File: src/rtl/mmio_pdu_hub_if.sv
// CPU I/O bus bundle between the CPU (master) and the PDU register hub (slave).
// Read data io_din is driven combinationally by the slave from io_addr.
interface mmio_pdu_hub_if #(
    parameter int ADDR_W = 8,
    parameter int DATA_W = 32
);
    logic [ADDR_W-1:0] io_addr;
    logic [DATA_W-1:0] io_dout;
    logic              io_we;
    logic              io_rd;
    logic [DATA_W-1:0] io_din;

    modport master (output io_addr, io_dout, io_we, io_rd, input io_din);
    modport slave  (input io_addr, io_dout, io_we, io_rd, output io_din);
endinterface

File: src/rtl/mmio_pdu_hub.sv
// PDU memory-mapped register hub: LED, sticky buttons, switch/segment FIFOs,
// loadable free-running counter and a maskable, registered interrupt.
module mmio_pdu_hub_fifo #(
    parameter int DATA_W = 32,
    parameter int DEPTH  = 4
) (
    input  logic                     clk,
    input  logic                     rstn,
    input  logic                     i_push,
    input  logic                     i_pop,
    input  logic                     i_ovf_clr,
    input  logic [DATA_W-1:0]        i_din,
    output logic [DATA_W-1:0]        o_head,
    output logic [$clog2(DEPTH):0]   o_count,
    output logic                     o_full,
    output logic                     o_empty,
    output logic                     o_ovf
);
    localparam int AW = $clog2(DEPTH);

    logic [DATA_W-1:0] r_mem [DEPTH];
    logic [AW-1:0]     r_wr;
    logic [AW-1:0]     r_rd;
    logic [AW:0]       r_count;
    logic              r_ovf;
    logic              w_pop;
    logic              w_push;

    assign o_full  = (r_count == (AW+1)'(DEPTH));
    assign o_empty = (r_count == '0);
    assign w_pop   = i_pop && !o_empty;
    // a pop in the same cycle frees the slot, so a full FIFO still accepts the push
    assign w_push  = i_push && (!o_full || w_pop);
    assign o_head  = o_empty ? '0 : r_mem[r_rd];
    assign o_count = r_count;
    assign o_ovf   = r_ovf;

    always_ff @(posedge clk or negedge rstn) begin
        if (!rstn) begin
            r_wr    <= '0;
            r_rd    <= '0;
            r_count <= '0;
            r_ovf   <= 1'b0;
        end else begin
            if (w_push) r_wr <= r_wr + AW'(1);
            if (w_pop)  r_rd <= r_rd + AW'(1);
            if (w_push && !w_pop)      r_count <= r_count + (AW+1)'(1);
            else if (w_pop && !w_push) r_count <= r_count - (AW+1)'(1);
            if (i_push && !w_push)     r_ovf <= 1'b1;
            else if (i_ovf_clr)        r_ovf <= 1'b0;
        end
    end

    always_ff @(posedge clk) begin
        if (w_push) r_mem[r_wr] <= i_din;
    end
endmodule

module mmio_pdu_hub #(
    parameter int ADDR_W    = 8,
    parameter int DATA_W    = 32,
    parameter int LED_W     = 16,
    parameter int BTN_W     = 5,
    parameter int SW_DEPTH  = 4,
    parameter int SEG_DEPTH = 4
) (
    input  logic                 clk,
    input  logic                 rstn,
    mmio_pdu_hub_if.slave        bus,
    input  logic                 sw_we,
    input  logic [DATA_W-1:0]    switches_din,
    input  logic                 seg_rd,
    output logic [DATA_W-1:0]    segment_dout,
    output logic                 seg_pending,
    input  logic [BTN_W-1:0]     buttons_din,
    output logic [LED_W-1:0]     led_dout,
    output logic                 irq
);
    localparam logic [ADDR_W-1:0] A_LED  = ADDR_W'(8'h00);
    localparam logic [ADDR_W-1:0] A_BTN  = ADDR_W'(8'h04);
    localparam logic [ADDR_W-1:0] A_SEGS = ADDR_W'(8'h08);
    localparam logic [ADDR_W-1:0] A_SEGD = ADDR_W'(8'h0C);
    localparam logic [ADDR_W-1:0] A_SWS  = ADDR_W'(8'h10);
    localparam logic [ADDR_W-1:0] A_SWD  = ADDR_W'(8'h14);
    localparam logic [ADDR_W-1:0] A_CNT  = ADDR_W'(8'h18);
    localparam logic [ADDR_W-1:0] A_IRQ  = ADDR_W'(8'h1C);

    logic [DATA_W-1:0] r_led;
    logic [DATA_W-1:0] r_seg_out;
    logic [DATA_W-1:0] r_count;
    logic [2:0]        r_irq_en;
    logic              r_irq;
    logic [BTN_W-1:0]  r_btn_s1;
    logic [BTN_W-1:0]  r_btn_s2;
    logic [BTN_W-1:0]  r_btn_prev;
    logic [BTN_W-1:0]  r_btn_flags;

    logic [BTN_W-1:0]  w_rise;
    logic [DATA_W-1:0] w_rdata;
    logic [DATA_W-1:0] w_sw_head;
    logic [DATA_W-1:0] w_seg_head;
    logic [$clog2(SW_DEPTH):0]  w_sw_cnt;
    logic [$clog2(SEG_DEPTH):0] w_seg_cnt;
    logic w_sw_full, w_sw_empty, w_sw_ovf;
    logic w_seg_full, w_seg_empty, w_seg_ovf;
    logic w_rd_btn, w_rd_segs, w_rd_sws, w_rd_swd;
    logic w_wr_led, w_wr_segd, w_wr_cnt, w_wr_irq;

    assign w_rd_btn  = bus.io_rd && (bus.io_addr == A_BTN);
    assign w_rd_segs = bus.io_rd && (bus.io_addr == A_SEGS);
    assign w_rd_sws  = bus.io_rd && (bus.io_addr == A_SWS);
    assign w_rd_swd  = bus.io_rd && (bus.io_addr == A_SWD);
    assign w_wr_led  = bus.io_we && (bus.io_addr == A_LED);
    assign w_wr_segd = bus.io_we && (bus.io_addr == A_SEGD);
    assign w_wr_cnt  = bus.io_we && (bus.io_addr == A_CNT);
    assign w_wr_irq  = bus.io_we && (bus.io_addr == A_IRQ);

    mmio_pdu_hub_fifo #(.DATA_W(DATA_W), .DEPTH(SW_DEPTH)) u_sw_fifo (
        .clk(clk), .rstn(rstn), .i_push(sw_we), .i_pop(w_rd_swd), .i_ovf_clr(w_rd_sws),
        .i_din(switches_din), .o_head(w_sw_head), .o_count(w_sw_cnt),
        .o_full(w_sw_full), .o_empty(w_sw_empty), .o_ovf(w_sw_ovf)
    );

    mmio_pdu_hub_fifo #(.DATA_W(DATA_W), .DEPTH(SEG_DEPTH)) u_seg_fifo (
        .clk(clk), .rstn(rstn), .i_push(w_wr_segd), .i_pop(seg_rd), .i_ovf_clr(w_rd_segs),
        .i_din(bus.io_dout), .o_head(w_seg_head), .o_count(w_seg_cnt),
        .o_full(w_seg_full), .o_empty(w_seg_empty), .o_ovf(w_seg_ovf)
    );

    assign w_rise = r_btn_s2 & ~r_btn_prev;

    always_ff @(posedge clk or negedge rstn) begin
        if (!rstn) begin
            r_led       <= '1;
            r_seg_out   <= DATA_W'(32'h1234_5678);
            r_count     <= '0;
            r_irq_en    <= '0;
            r_irq       <= 1'b0;
            r_btn_s1    <= '0;
            r_btn_s2    <= '0;
            r_btn_prev  <= '0;
            r_btn_flags <= '0;
        end else begin
            r_btn_s1    <= buttons_din;
            r_btn_s2    <= r_btn_s1;
            r_btn_prev  <= r_btn_s2;
            // set wins over clear-on-read per bit
            r_btn_flags <= (r_btn_flags & ~{BTN_W{w_rd_btn}}) | w_rise;
            if (w_wr_led) r_led <= bus.io_dout;
            if (w_wr_irq) r_irq_en <= bus.io_dout[2:0];
            r_count <= w_wr_cnt ? bus.io_dout : r_count + DATA_W'(1);
            if (seg_rd && !w_seg_empty) r_seg_out <= w_seg_head;
            r_irq <= (r_irq_en[0] && (r_btn_flags != '0)) ||
                     (r_irq_en[1] && !w_sw_empty) ||
                     (r_irq_en[2] && !w_seg_full);
        end
    end

    always_comb begin
        w_rdata = '0;
        case (bus.io_addr)
            A_LED:  w_rdata = r_led;
            A_BTN:  w_rdata[BTN_W-1:0] = r_btn_flags;
            A_SEGS: begin
                w_rdata[0]    = !w_seg_full;
                w_rdata[1]    = w_seg_empty;
                w_rdata[2]    = w_seg_ovf;
                w_rdata[15:8] = 8'(w_seg_cnt);
            end
            A_SWS: begin
                w_rdata[0]    = !w_sw_empty;
                w_rdata[1]    = w_sw_full;
                w_rdata[2]    = w_sw_ovf;
                w_rdata[15:8] = 8'(w_sw_cnt);
            end
            A_SWD:  w_rdata = w_sw_head;
            A_CNT:  w_rdata = r_count;
            A_IRQ:  w_rdata[2:0] = r_irq_en;
            default: w_rdata = '0;
        endcase
    end

    assign bus.io_din   = w_rdata;
    assign segment_dout = r_seg_out;
    assign seg_pending  = !w_seg_empty;
    assign led_dout     = r_led[LED_W-1:0];
    assign irq          = r_irq;
endmodule

File: src/flat_wrapper.sv
// flat-port wrapper written by rule: the top's interface ports become plain ports
module mmio_pdu_hub_flat 
#(
    parameter int ADDR_W    = 8,
    parameter int DATA_W    = 32,
    parameter int LED_W     = 16,
    parameter int BTN_W     = 5,
    parameter int SW_DEPTH  = 4,
    parameter int SEG_DEPTH = 4
)
  (clk, rstn, sw_we, switches_din, seg_rd, segment_dout, seg_pending, buttons_din, led_dout, irq, bus_io_addr, bus_io_dout, bus_io_we, bus_io_rd, bus_io_din);
  mmio_pdu_hub_if #(.ADDR_W(ADDR_W), .DATA_W(DATA_W)) bus_i ();
  input  logic clk;
  input  logic rstn;
  input  logic sw_we;
  input  logic [DATA_W-1:0] switches_din;
  input  logic seg_rd;
  output logic [DATA_W-1:0] segment_dout;
  output logic seg_pending;
  input  logic [BTN_W-1:0] buttons_din;
  output logic [LED_W-1:0] led_dout;
  output logic irq;
  input wire logic [$bits(bus_i.io_addr)-1:0] bus_io_addr;
  input wire logic [$bits(bus_i.io_dout)-1:0] bus_io_dout;
  input wire logic [$bits(bus_i.io_we)-1:0] bus_io_we;
  input wire logic [$bits(bus_i.io_rd)-1:0] bus_io_rd;
  output wire logic [$bits(bus_i.io_din)-1:0] bus_io_din;
  assign bus_i.io_addr = bus_io_addr;
  assign bus_i.io_dout = bus_io_dout;
  assign bus_i.io_we = bus_io_we;
  assign bus_i.io_rd = bus_io_rd;
  assign bus_io_din = bus_i.io_din;
  mmio_pdu_hub #(.ADDR_W(ADDR_W), .DATA_W(DATA_W), .LED_W(LED_W), .BTN_W(BTN_W), .SW_DEPTH(SW_DEPTH), .SEG_DEPTH(SEG_DEPTH)) u_core (.clk(clk), .rstn(rstn), .bus(bus_i), .sw_we(sw_we), .switches_din(switches_din), .seg_rd(seg_rd), .segment_dout(segment_dout), .seg_pending(seg_pending), .buttons_din(buttons_din), .led_dout(led_dout), .irq(irq));
endmodule
File: config.mk
export PLATFORM = sky130hd
export DESIGN_NAME = mmio_pdu_hub_flat
export DESIGN_NICKNAME = d
export VERILOG_FILES = /design/src/rtl/mmio_pdu_hub_if.sv /design/src/rtl/mmio_pdu_hub.sv /design/src/flat_wrapper.sv
export SDC_FILE = /design/constraint.sdc
export NUM_CORES = 1
export LEC_CHECK = 0
export CORE_ASPECT_RATIO = 1.5
export CORE_MARGIN = 1
export CORE_UTILIZATION = 48
export DETAILED_ROUTE_END_ITERATION = 10
export HOLD_SLACK_MARGIN = 0.12
export PLACE_DENSITY_LB_ADDON = 0.1
export SETUP_SLACK_MARGIN = 0.05
export SLEW_MARGIN = 20
export SYNTH_ARGS = -nofsm -noshare
export SYNTH_HDL_FRONTEND = slang
export SYNTH_HIERARCHICAL = 1
export SYNTH_SLANG_ARGS = --single-unit
File: constraint.sdc
create_clock -name clk -period 3 [get_ports clk]
set_input_delay 0.6 -clock clk [delete_from_list [all_inputs] [get_ports clk]]
set_output_delay 0.6 -clock clk [all_outputs]
set_load 0.01 [all_outputs]
==> impl_metrics.tcl <==
set metrics [dict create \
    status "complete, but fails checks" \
    failed_checks "setup timing" \
    reg2reg_depth 9 \
    fmax_mhz 305.7 \
    drc 0 \
    drv_cap 0 \
    mappedNetlistArea_mm2 0.01667 \
    synth_compound_area_share_pct 4.885 \
    setup-tns-final_ns -4.018 \
    rr_endpoint "u_core/u_seg_fifo/o_count[2]$_DFFE_PN0P_" \
    vias_per_cell 5.677 \
    crit_fanout 6 \
    drtIter0Drc 576 \
    cts_tree "done" \
    antenna_found_initial 0 \
    reg2reg_from "u_core/u_seg_fifo/o_count[2]$_DFFE_PN0P_" \
    setup_viol_count_final 29 \
    synth_top_family_by_area "multiplexers" \
    synth.yosys.warnings 6 \
    ant_nets 0 \
    period_share_pct 109.0 \
    hold_slack_ns 0.07331 \
    yosysTopAreaCellShare_pct 46.10 \
    dp_hpwl_um 25370 \
    multi_input_area_mm2 0.005067 \
    p_clk_share_pct 31.4 \
    grt_pass1_wl_um 57990 \
    root_buffer "clkbuf_16" \
    initial_utilization_pct 48.66 \
    drtPass1Iterations 5 \
    synth_xor_area_share_pct 1.156 \
    worstPathRequired_ns 2.40 \
    synthTopCellsByArea "edfxtp_1, dfrtp_1, mux4_2, dfstp_2, mux2_2" \
    vias 9674 \
    ir_worst_vdd_mv 0.6041 \
    grt_pass1_vias 9953 \
    hp-class "input pin to async pin" \
    port_buffers 164 \
    synthFlopType "edfxtp_1" \
    path_class "flop to output pin" \
    regArea_mm2 0.01115 \
    clock_latency_ns 0.53 \
    hold_buffers 0 \
    p_int_uw 11670 \
    layout-drive-gt1-share_pct 33.07 \
    synthAdderAreaFrac_pct 1.066 \
    hold_viol_final 0 \
    cp.arrival_ns 2.67 \
    worst_slew_pin_slew_ns 0.7650 \
    slew_viol_final 0 \
    leakagePower_uw 0.007945 \
    io_pins 165 \
    r2r_slack_ns 0.65 \
    power_switching_share_pct 25.47 \
    htree_num_levels 2 \
    final.setup.worst_slack_ns -0.2712 \
    core_area_mm2 0.03427 \
    cts.sinks 392 \
    overflow 0 \
    dieWidth_um 154.2 \
    p_switching_uw 3989 \
    fin_cells 1704 \
    synth.area.mux_share_pct 14.13 \
    synthSimpleGateAreaFrac_pct 8.261 \
    routedWlPerCell_um 21.80 \
    async_flop_share_pct 34.69 \
    p_per_area_mw_per_mm2 745.8 \
    clk_path_buf_depth 3 \
    synth_area_per_cell_um2 16.49 \
    min_period_ns 3.271 \
    synth_edf_count 256 \
    areaGrowthSynthToFinish_pct 25.92 \
    syn_inst 1011 \
    finalNetCount 1346 \
    synth.ff_latch_count 392 \
    dp_cells 1608 \
    die_area_mm2 0.03550 \
    die_y_um 230.3 \
    placementRows 83 \
    cts.reportedPaths.clkPinSlew_ns 0.06 \
    p_seq_share_pct 45.5 \
    power_uw 15660 \
    final.setup_skew_ns 0.01079 \
    combPwrFrac_pct 23.1 \
    numCtsBuffers 37 \
    syn_nets 1107 \
    postRouteWirelength_um 37160 \
    routabilityCongestion 0.8918 \
    antenna_cells 0 \
    fillers 2591 \
    relSlewSlack_pct 49.00 \
    endpoint_kind "output pin" \
    synth.largest_area_cell "edfxtp_1" \
    grt_max_degree 75 \
    grt_setup_unrepaired "yes" \
    ys_types 58 \
    grt_use_total_pct 21.61 \
    seq_area_frac_synth_pct 66.85 \
    start_kind "flop" \
]
## sequential cells by signal (all words and copies together), names as in the netlist, 5 cells and up
signal	cells
u_core/r_btn_flags	5
u_core/r_btn_prev	5
u_core/segment_dout	32
u_core/r_count	32
u_core/r_led	32
u_core/r_btn_s2	5
u_core/u_sw_fifo/r_mem	128
u_core/u_seg_fifo/r_mem	128
u_core/r_btn_s1	5
## worst max path at each step
stage          slack [ns]  cells past startpoint                                 start                                 endpoint
2_1_floorplan        0.08                     12                        bus_io_addr[6]  u_core/u_sw_fifo/o_count[2]$_DFFE_PN0P_
3_3_place_gp        -0.43                      8                        bus_io_addr[7]                            bus_io_din[3]
3_5_place_dp        -0.46                      8                        bus_io_addr[1]                           bus_io_din[24]
4_1_cts             -0.26                      6  u_core/u_sw_fifo/r_rd[0]$_DFFE_PN0P_                            bus_io_din[0]
5_1_grt             -0.33                      7  u_core/u_sw_fifo/r_rd[0]$_DFFE_PN0P_                            bus_io_din[1]
6_report            -0.27                      7  u_core/u_sw_fifo/r_rd[0]$_DFFE_PN0P_                            bus_io_din[1]
## power groups by stage
stage               sequential (uW)  combinational [uW]  clock (uW)
finish                         7130                3620        4910
global route                   7220                3920        5260
CTS                            7140                3680        5050
detailed placement             7240                3540           0
global placement               7210                3500           0
floorplan                      7160                2090           0
## area by class of cell
class	instances	share of cell area, %
timing repair buffer	271	13.24
tap	425	2.533
sequential	392	53.10
inverter	47	0.8402
clock buffer	53	5.137
multi-input combinational	501	24.13
clock inverter	15	1.013
## cells in the final DEF (no fill, tap or decap), types with 13 or more instances in the layout
| cell | count |
|---|---|
| a222oi_1 | 24 |
| edfxtp_1 | 256 |
| o31ai_1 | 15 |
| dfstp_2 | 45 |
| inv_1 | 46 |
| nor2_1 | 25 |
| a31oi_1 | 20 |
| clkdlybuf4s50_1 | 124 |
| dfrtp_1 | 89 |
| mux4_2 | 67 |
| nor2b_1 | 27 |
| buf_2 | 28 |
| mux2_2 | 65 |
| and2b_1 | 29 |
| buf_4 | 60 |
| nand2_1 | 32 |
| nand3_1 | 15 |
| clkbuf_16 | 39 |
| or4_1 | 16 |
| buf_6 | 19 |
| o21ai_0 | 15 |
| xor2_1 | 13 |
| buf_12 | 31 |
## cell families (layout without fill, tap and decap cells)
kind of cell | count (synthesis) | after routing
and+or+nand+nor | 219 | 219
buffers and inverters | 118 | 386
adders and majority gates | 13 | 13
DFF | 392 | 392
AOI/OAI and AO/OA | 105 | 105
muxes | 142 | 142
xor gates and xnor gates | 22 | 22
## worst max-delay path: stages, from the launching register on
cell and delay (ns):
dfrtp_2 0.46, buf_4 0.15, mux4_2 0.48, and2b_1 0.17, mux4_2 0.47, a22oi_2 0.20, nor3_1 0.07, buf_2 0.14
## metal layers
layer  wire [um]  global-route usage (%)
met5           0                       0
met4        1207                   8.625
met3        1502                   3.147
met1       15060                   27.11
met2       19380                   37.63
## stage by stage
stage / area (um^2) / setup WS (ns) / utilization, %
2_1_floorplan: 16680 / 0.07964 / -
3_3_place_gp: 19390 / -0.4279 / 56.59
3_5_place_dp: 19390 / -0.4605 / 56.59
4_1_cts: 20880 / -0.2630 / 60.93
5_1_grt: 21000 / -0.3334 / 61.27
6_report: 21000 / -0.2712 / 61.27
## synthesized netlist by cell type (2+ instances only)
cell	instances
o22ai_1	2
mux2_2	65
inv_1	47
and2b_1	30
nand3_1	17
o31ai_1	15
buf_1	3
dfrtp_1	91
xor2_1	13
buf_4	25
mux2_1	4
nand2_1	33
and3_1	9
and2_1	13
a31oi_1	20
nand4_1	7
nor2_1	25
nand2b_1	3
o32ai_1	2
and3_4	3
buf_2	16
dfstp_2	45
a22oi_1	7
clkbuf_1	20
buf_6	7
mux2_4	2
mux4_2	67
a221o_1	2
o21a_4	2
fa_1	2
nor2b_1	36
nor3_1	4
and4_1	7
ha_1	11
edfxtp_1	256
or3b_1	2
xnor2_1	9
a22o_1	10
mux2i_1	4
o21ai_0	17
a222oi_1	24
or3_1	3
or4_1	16
## what timing repair did
| item | CTS | global route |
|---|---|---|
| setup buffers | 17 | 11 |
| pin swaps | 30 | 9 |
| hold endpoints to repair | 0 | 0 |
| endpoints found under the setup margin | 32 | 33 |
| cloned | 1 | 0 |
| gates resized for setup | 184 | 12 |
No activity file was read; power rests on OpenSTA's default activity.
